$ cat config.mk
export PLATFORM = sky130hd
export DESIGN_NAME = etc_vehicle_emulator
export DESIGN_NICKNAME = d
export VERILOG_FILES = /design/src/rtl/etc_vehicle_emulator_pkg.sv /design/src/rtl/etc_ms_tick.sv /design/src/rtl/etc_vehicle_emulator.sv
export SDC_FILE = /design/constraint.sdc
export NUM_CORES = 1
export LEC_CHECK = 0
export ABC_AREA = 0
export CAP_MARGIN = 20
export CELL_PAD_IN_SITES_DETAIL_PLACEMENT = 1
export CELL_PAD_IN_SITES_GLOBAL_PLACEMENT = 1
export CORE_MARGIN = 1
export CORE_UTILIZATION = 45
export CTS_CLUSTER_DIAMETER = 200
export DETAILED_ROUTE_END_ITERATION = 16
export HOLD_SLACK_MARGIN = 0.15
export PLACE_DENSITY_LB_ADDON = 0.15
export SLEW_MARGIN = 5
export SYNTH_ARGS = -nofsm -noshare
export SYNTH_HDL_FRONTEND = slang
export SYNTH_SLANG_ARGS = --single-unit
export TNS_END_PERCENT = 5
$ cat constraint.sdc
create_clock -name clk -period 6.4 [get_ports clk]
set_clock_uncertainty 0.1 [all_clocks]
set_input_delay 0.64 -clock clk [delete_from_list [all_inputs] [get_ports clk]]
set_output_delay 0.64 -clock clk [all_outputs]
set_load 0.02 [all_outputs]
$ cat src/rtl/etc_vehicle_emulator_pkg.sv
// Shared types for the toll-lane vehicle emulator: FSM state encoding and ms timing helper.
package etc_vehicle_emulator_pkg;

    typedef enum logic [2:0] {
        ST_IDLE  = 3'd0,
        ST_S1_ON = 3'd1,
        ST_GAP1  = 3'd2,
        ST_S2_ON = 3'd3,
        ST_GAP2  = 3'd4,
        ST_S3_ON = 3'd5
    } state_e;

    function automatic int ticks_per_ms(input int sys_freq);
        return sys_freq / 1000;
    endfunction

endpackage

$ cat src/rtl/etc_ms_tick.sv
// Intra-millisecond tick counter; ms_tick is high on the last tick of each ms.
module etc_ms_tick #(
    parameter int TICKS     = 50000,
    parameter int WIDTH_TIK = 16
) (
    input  logic clk,
    input  logic reset_n,
    input  logic clear,
    output logic ms_tick
);

    localparam logic [WIDTH_TIK-1:0] LAST_TICK = WIDTH_TIK'(TICKS - 1);

    logic [WIDTH_TIK-1:0] tick_q;
    logic [WIDTH_TIK-1:0] tick_d;

    always_comb begin
        tick_d = tick_q + WIDTH_TIK'(1);
        if (clear || tick_q == LAST_TICK) begin
            tick_d = '0;
        end
    end

    always_ff @(posedge clk or negedge reset_n) begin
        if (!reset_n) begin
            tick_q <= '0;
        end else begin
            tick_q <= tick_d;
        end
    end

    assign ms_tick = (tick_q == LAST_TICK);

endmodule

$ cat src/rtl/etc_vehicle_emulator.sv
// Replays one vehicle pass on the three lane sensors with ms-exact rising-edge spacing.
module etc_vehicle_emulator
    import etc_vehicle_emulator_pkg::*;
#(
    parameter int SYS_FREQ  = 50000000,
    parameter int WIDTH_TIK = 16,
    parameter int WIDTH_MS  = 9,
    parameter int PULSE_MS  = 2
) (
    input  logic                clk,
    input  logic                reset_n,
    input  logic                start,
    input  logic [WIDTH_MS-1:0] gap_ms,
    input  logic                epass_ok,
    output logic                sensor1,
    output logic                sensor2,
    output logic                sensor3,
    output logic                valid_Epass,
    output logic                busy,
    output logic                pass_done
);

    localparam int TICKS = ticks_per_ms(SYS_FREQ);
    localparam int LW    = WIDTH_MS + 1;
    localparam logic [LW-1:0] PULSE_LEN = LW'(PULSE_MS);
    localparam logic [LW-1:0] MIN_GAP   = LW'(PULSE_MS + 1);

    state_e              state_q, state_d;
    logic [WIDTH_MS-1:0] ms_q, ms_d;
    logic [WIDTH_MS-1:0] gap_q, gap_d;
    logic                ep_q, ep_d;
    logic                pend_q, pend_d;
    logic                sensor1_q, sensor1_d;
    logic                sensor2_q, sensor2_d;
    logic                sensor3_q, sensor3_d;
    logic                valid_epass_q, valid_epass_d;
    logic                busy_q, busy_d;
    logic                pass_done_q, pass_done_d;

    logic                ms_tick;
    logic                tick_clear;
    logic [LW-1:0]       gap_ext;
    logic [LW-1:0]       eff_gap;
    logic [LW-1:0]       phase_len;
    logic [LW-1:0]       last_ms;
    logic                phase_end;
    logic                finish;
    logic                accept;

    etc_ms_tick #(
        .TICKS     (TICKS),
        .WIDTH_TIK (WIDTH_TIK)
    ) u_ms_tick (
        .clk     (clk),
        .reset_n (reset_n),
        .clear   (tick_clear),
        .ms_tick (ms_tick)
    );

    always_comb begin
        gap_ext   = {1'b0, gap_q};
        eff_gap   = (gap_ext < MIN_GAP) ? MIN_GAP : gap_ext;
        // Extended width keeps eff_gap - PULSE_LEN from wrapping.
        phase_len = (state_q == ST_GAP1 || state_q == ST_GAP2) ? (eff_gap - PULSE_LEN) : PULSE_LEN;
        last_ms   = phase_len - LW'(1);
        phase_end = (state_q != ST_IDLE) && ms_tick && ({1'b0, ms_q} == last_ms);
        finish    = (state_q == ST_S3_ON) && phase_end;
        // A pass ending on this edge frees the emulator for a back-to-back start.
        accept    = start && ((state_q == ST_IDLE && !pend_q) || finish);

        state_d = state_q;
        gap_d   = gap_q;
        ep_d    = ep_q;
        pend_d  = 1'b0;

        if (pend_q) begin
            state_d = ST_S1_ON;
        end else if (phase_end) begin
            case (state_q)
                ST_S1_ON: state_d = ST_GAP1;
                ST_GAP1:  state_d = ST_S2_ON;
                ST_S2_ON: state_d = ST_GAP2;
                ST_GAP2:  state_d = ST_S3_ON;
                default:  state_d = ST_IDLE;
            endcase
        end

        if (accept) begin
            gap_d  = gap_ms;
            ep_d   = epass_ok;
            pend_d = 1'b1;
        end

        tick_clear = (state_d != state_q) || (state_q == ST_IDLE);
        ms_d       = ms_q;
        if (tick_clear) begin
            ms_d = '0;
        end else if (ms_tick) begin
            ms_d = ms_q + WIDTH_MS'(1);
        end

        sensor1_d     = (state_d == ST_S1_ON);
        sensor2_d     = (state_d == ST_S2_ON);
        sensor3_d     = (state_d == ST_S3_ON);
        busy_d        = (state_d != ST_IDLE);
        valid_epass_d = ep_d && (state_d != ST_IDLE);
        pass_done_d   = finish;
    end

    always_ff @(posedge clk or negedge reset_n) begin
        if (!reset_n) begin
            state_q       <= ST_IDLE;
            ms_q          <= '0;
            gap_q         <= '0;
            ep_q          <= 1'b0;
            pend_q        <= 1'b0;
            sensor1_q     <= 1'b0;
            sensor2_q     <= 1'b0;
            sensor3_q     <= 1'b0;
            valid_epass_q <= 1'b0;
            busy_q        <= 1'b0;
            pass_done_q   <= 1'b0;
        end else begin
            state_q       <= state_d;
            ms_q          <= ms_d;
            gap_q         <= gap_d;
            ep_q          <= ep_d;
            pend_q        <= pend_d;
            sensor1_q     <= sensor1_d;
            sensor2_q     <= sensor2_d;
            sensor3_q     <= sensor3_d;
            valid_epass_q <= valid_epass_d;
            busy_q        <= busy_d;
            pass_done_q   <= pass_done_d;
        end
    end

    assign sensor1     = sensor1_q;
    assign sensor2     = sensor2_q;
    assign sensor3     = sensor3_q;
    assign valid_Epass = valid_epass_q;
    assign busy        = busy_q;
    assign pass_done   = pass_done_q;

endmodule

==> impl_metrics.tcl <==
set metrics [dict create \
    outcome "completed" \
    setup_tns_ns 0 \
    power_w 0.000851 \
    cts-root-buf "clkbuf_8" \
    yosysWarnings 0 \
    slowest_stage "o21ai_2" \
    slew_headroom_pct 31.9 \
    die-width_um 79.9 \
    ios 19 \
    cts_htree_levels 2 \
    cts_tree "yes" \
    drt_pre_antenna_iters 4 \
    drc 0 \
    cts_num_sinks 45 \
    fp.dieArea_mm2 0.00639 \
    row_count 28 \
    area_delta_synth_final_pct 12.6 \
    yosys.area.top_type_share_pct 41.2 \
    fin_nets 305 \
    fin_cells 364 \
    yosys-mux-area-fraction_pct 4.86 \
    synth_compound_area_share_pct 10.9 \
    synth_edf_count 0 \
    cp.required_ns 6.44 \
    avgSynthCellArea_um2 9.83 \
    layout_setup_ws_ns 1.63 \
    synthSimpleGateAreaFrac_pct 25.5 \
    dp_cells 355 \
    port_buffers 18 \
    diodes 0 \
    startpoint_type "register" \
    p_per_area_mw_per_mm2 277 \
    postSynthNetCount 295 \
    rsz0062_at_grt "false" \
    synth_ff_type "dfrtp_1" \
    grt_pass1_wl_mm 10.5 \
    vias 2094 \
    clkSlewWorstSetupHoldPaths_ns 0.09 \
    postCtsSetupRepairBufs 0 \
    cts_buffers 5 \
    fin_crit_sh_pct 74.6 \
    hold_buffers 0 \
    fmax_mhz 210 \
    start_util_pct 46.4 \
    dieHeight_um 79.9 \
    drt-initial-drc-count 107 \
    finalSetupViolations 0 \
    cp_max_fo 25 \
    yosysMostFrequentCell "dfrtp_1" \
    synth_xor_area_share_pct 12.1 \
    power.leakage_nw 1.23 \
    syn_area_mm2 0.00273 \
    synth_largest_area_cell "dfrtp_1" \
    cp.arrival_ns 4.81 \
    worstPathCellList "nor4_4 -> a21oi_1 -> ha_1 -> xnor2_1 -> nor3b_2 -> nand2_1 -> a311o_1 -> o41ai_1 -> or4b_4 -> o21ai_2 -> nor2_1" \
    cts_max_path_buffers 2 \
    syn_inst 278 \
    gp_congestion 0.762 \
    dp_slack_ns 1.64 \
    slew_violations 0 \
    async_flop_share_pct 100 \
    layout-drive-gt1-share_pct 10.7 \
    grt_use_total_pct 21.4 \
    reg2regPathDepth 11 \
    synth_top_family_by_area "simple AND/OR/NAND/NOR gates" \
    ant_nets 0 \
    ys_types 59 \
    synth_common_cells "45 x dfrtp_1, 30 x nor2_1, 21 x xor2_1, 17 x nand2_1" \
    grt_pass1_vias 2125 \
    synth_area_leaders "dfrtp_1 41%, xor2_1 6.7%, xnor2_1 4.8%, mux2_2 4.1%, nor2_1 4.1%" \
    ys_ff_latch 45 \
    final_core_utilization_pct 52.3 \
    drv_cap 0 \
    ys_seq_area_share_pct 41.2 \
    antenna_found_initial 0 \
    ir_worst_vdd_uv 162 \
    via_per_inst 5.75 \
    final_hold_viol_count 0 \
    end_kind "register" \
    worst_pin_slew_ns 1.02 \
    routed_wl_mm 6.11 \
    overflow 0 \
    clock_latency_ns 0.30 \
    worstSetupPathType "reg -> reg" \
    fp.coreArea_mm2 0.00589 \
    wl_per_cell_um 16.8 \
    period_needed_ns 4.77 \
    hp-class "in -> async" \
    hpwl_mm 4.42 \
    cpPeakStageDelay_ns 0.82 \
    cts-resized-gates 0 \
    synthAdderAreaFrac_pct 1.83 \
    grt_max_degree 46 \
]
-- where the power goes --
part	internal (W)	switching (W)	total [W]
Sequential	0.000324	0.0000689	0.000393
Clock	0.000155	0.0000980	0.000253
Combinational	0.000102	0.000102	0.000204
-- flip-flops by register name, summed over array words and instances (netlist names), 3 cells and up --
signal and flops:
ms_q 9, state_q 3, gap_q 9, u_ms_tick.tick_q 16
-- worst paths after layout --
kind	start	slack, ns	to
max	gap_q[5]	1.63	ms_q[7]
max in group asynchronous	reset_n	5.51	u_ms_tick.tick_q[12]
min reg2reg	u_ms_tick.tick_q[0]	0.38	u_ms_tick.tick_q[0]
min	reset_n	0.18	gap_q[4]
max reg2reg	gap_q[5]	1.63	ms_q[7]
min in group clk	u_ms_tick.tick_q[0]	0.38	u_ms_tick.tick_q[0]
-- final cells by class --
cell class,count,area [um2]
Tap cell,75,93.8
Sequential cell,45,1130
Clock buffer,5,68.8
Inverter,5,18.8
Fill cell,668,2810
Multi-Input combinational cell,212,1510
Clock inverter,3,65.1
Timing Repair Buffer,19,195
-- metal layers --
metal	share of wire, %	track usage [%]	wire, um
met4	1.1	5.89	68
met2	47	33.1	2840
met3	3.0	3.09	182
met1	49	31.1	3010
met5	0	0	0
-- cell usage in the layout, fill, tap and decap left out, types with 4 or more instances in the layout --
master,synthesis,final
dfrtp_1,45,45
nor2_1,30,30
xor2_1,21,21
nand2_1,17,17
clkdlybuf4s50_1,0,17
nor3_1,15,15
xnor2_1,15,15
mux2_2,10,10
nand4_1,8,8
nand3_1,7,7
nor3b_1,6,6
inv_1,5,5
o21ai_0,5,5
nand3b_1,5,5
and3_1,5,5
clkbuf_8,0,5
a21oi_1,4,4
nand2b_1,4,4
ha_1,4,4
-- per-stage QoR --
| step | area, um2 | hold slack, ns |
|---|---|---|
| detailed placement | 2920 | 0.371 |
| floorplan | 2730 | 0.244 |
| CTS | 3060 | 0.383 |
| finish | 3080 | 0.185 |
| global placement | 2920 | 0.357 |
| global route | 3080 | 0.202 |
-- cells by family (layout without fill, tap and decap cells) --
group,after synthesis,count (layout)
and+or+nand+nor,120,120
adders and majority gates,4,4
AOI/OAI and AO/OA,39,39
muxes,12,12
DFF,45,45
xor gates and xnor gates,37,37
buffers and inverters,21,32
-- critical path: cells and delay by family, from the launching register on --
family | cells | cell delay [ns]
adder cells (fa/ha/maj) | 1 | 0.32
XOR/XNOR | 1 | 0.34
AND/OR/NAND/NOR | 5 | 1.63
AO/OA/AOI/OAI | 4 | 1.73
flip-flops | 1 | 0.51
Power figures use the tool's default switching activity.
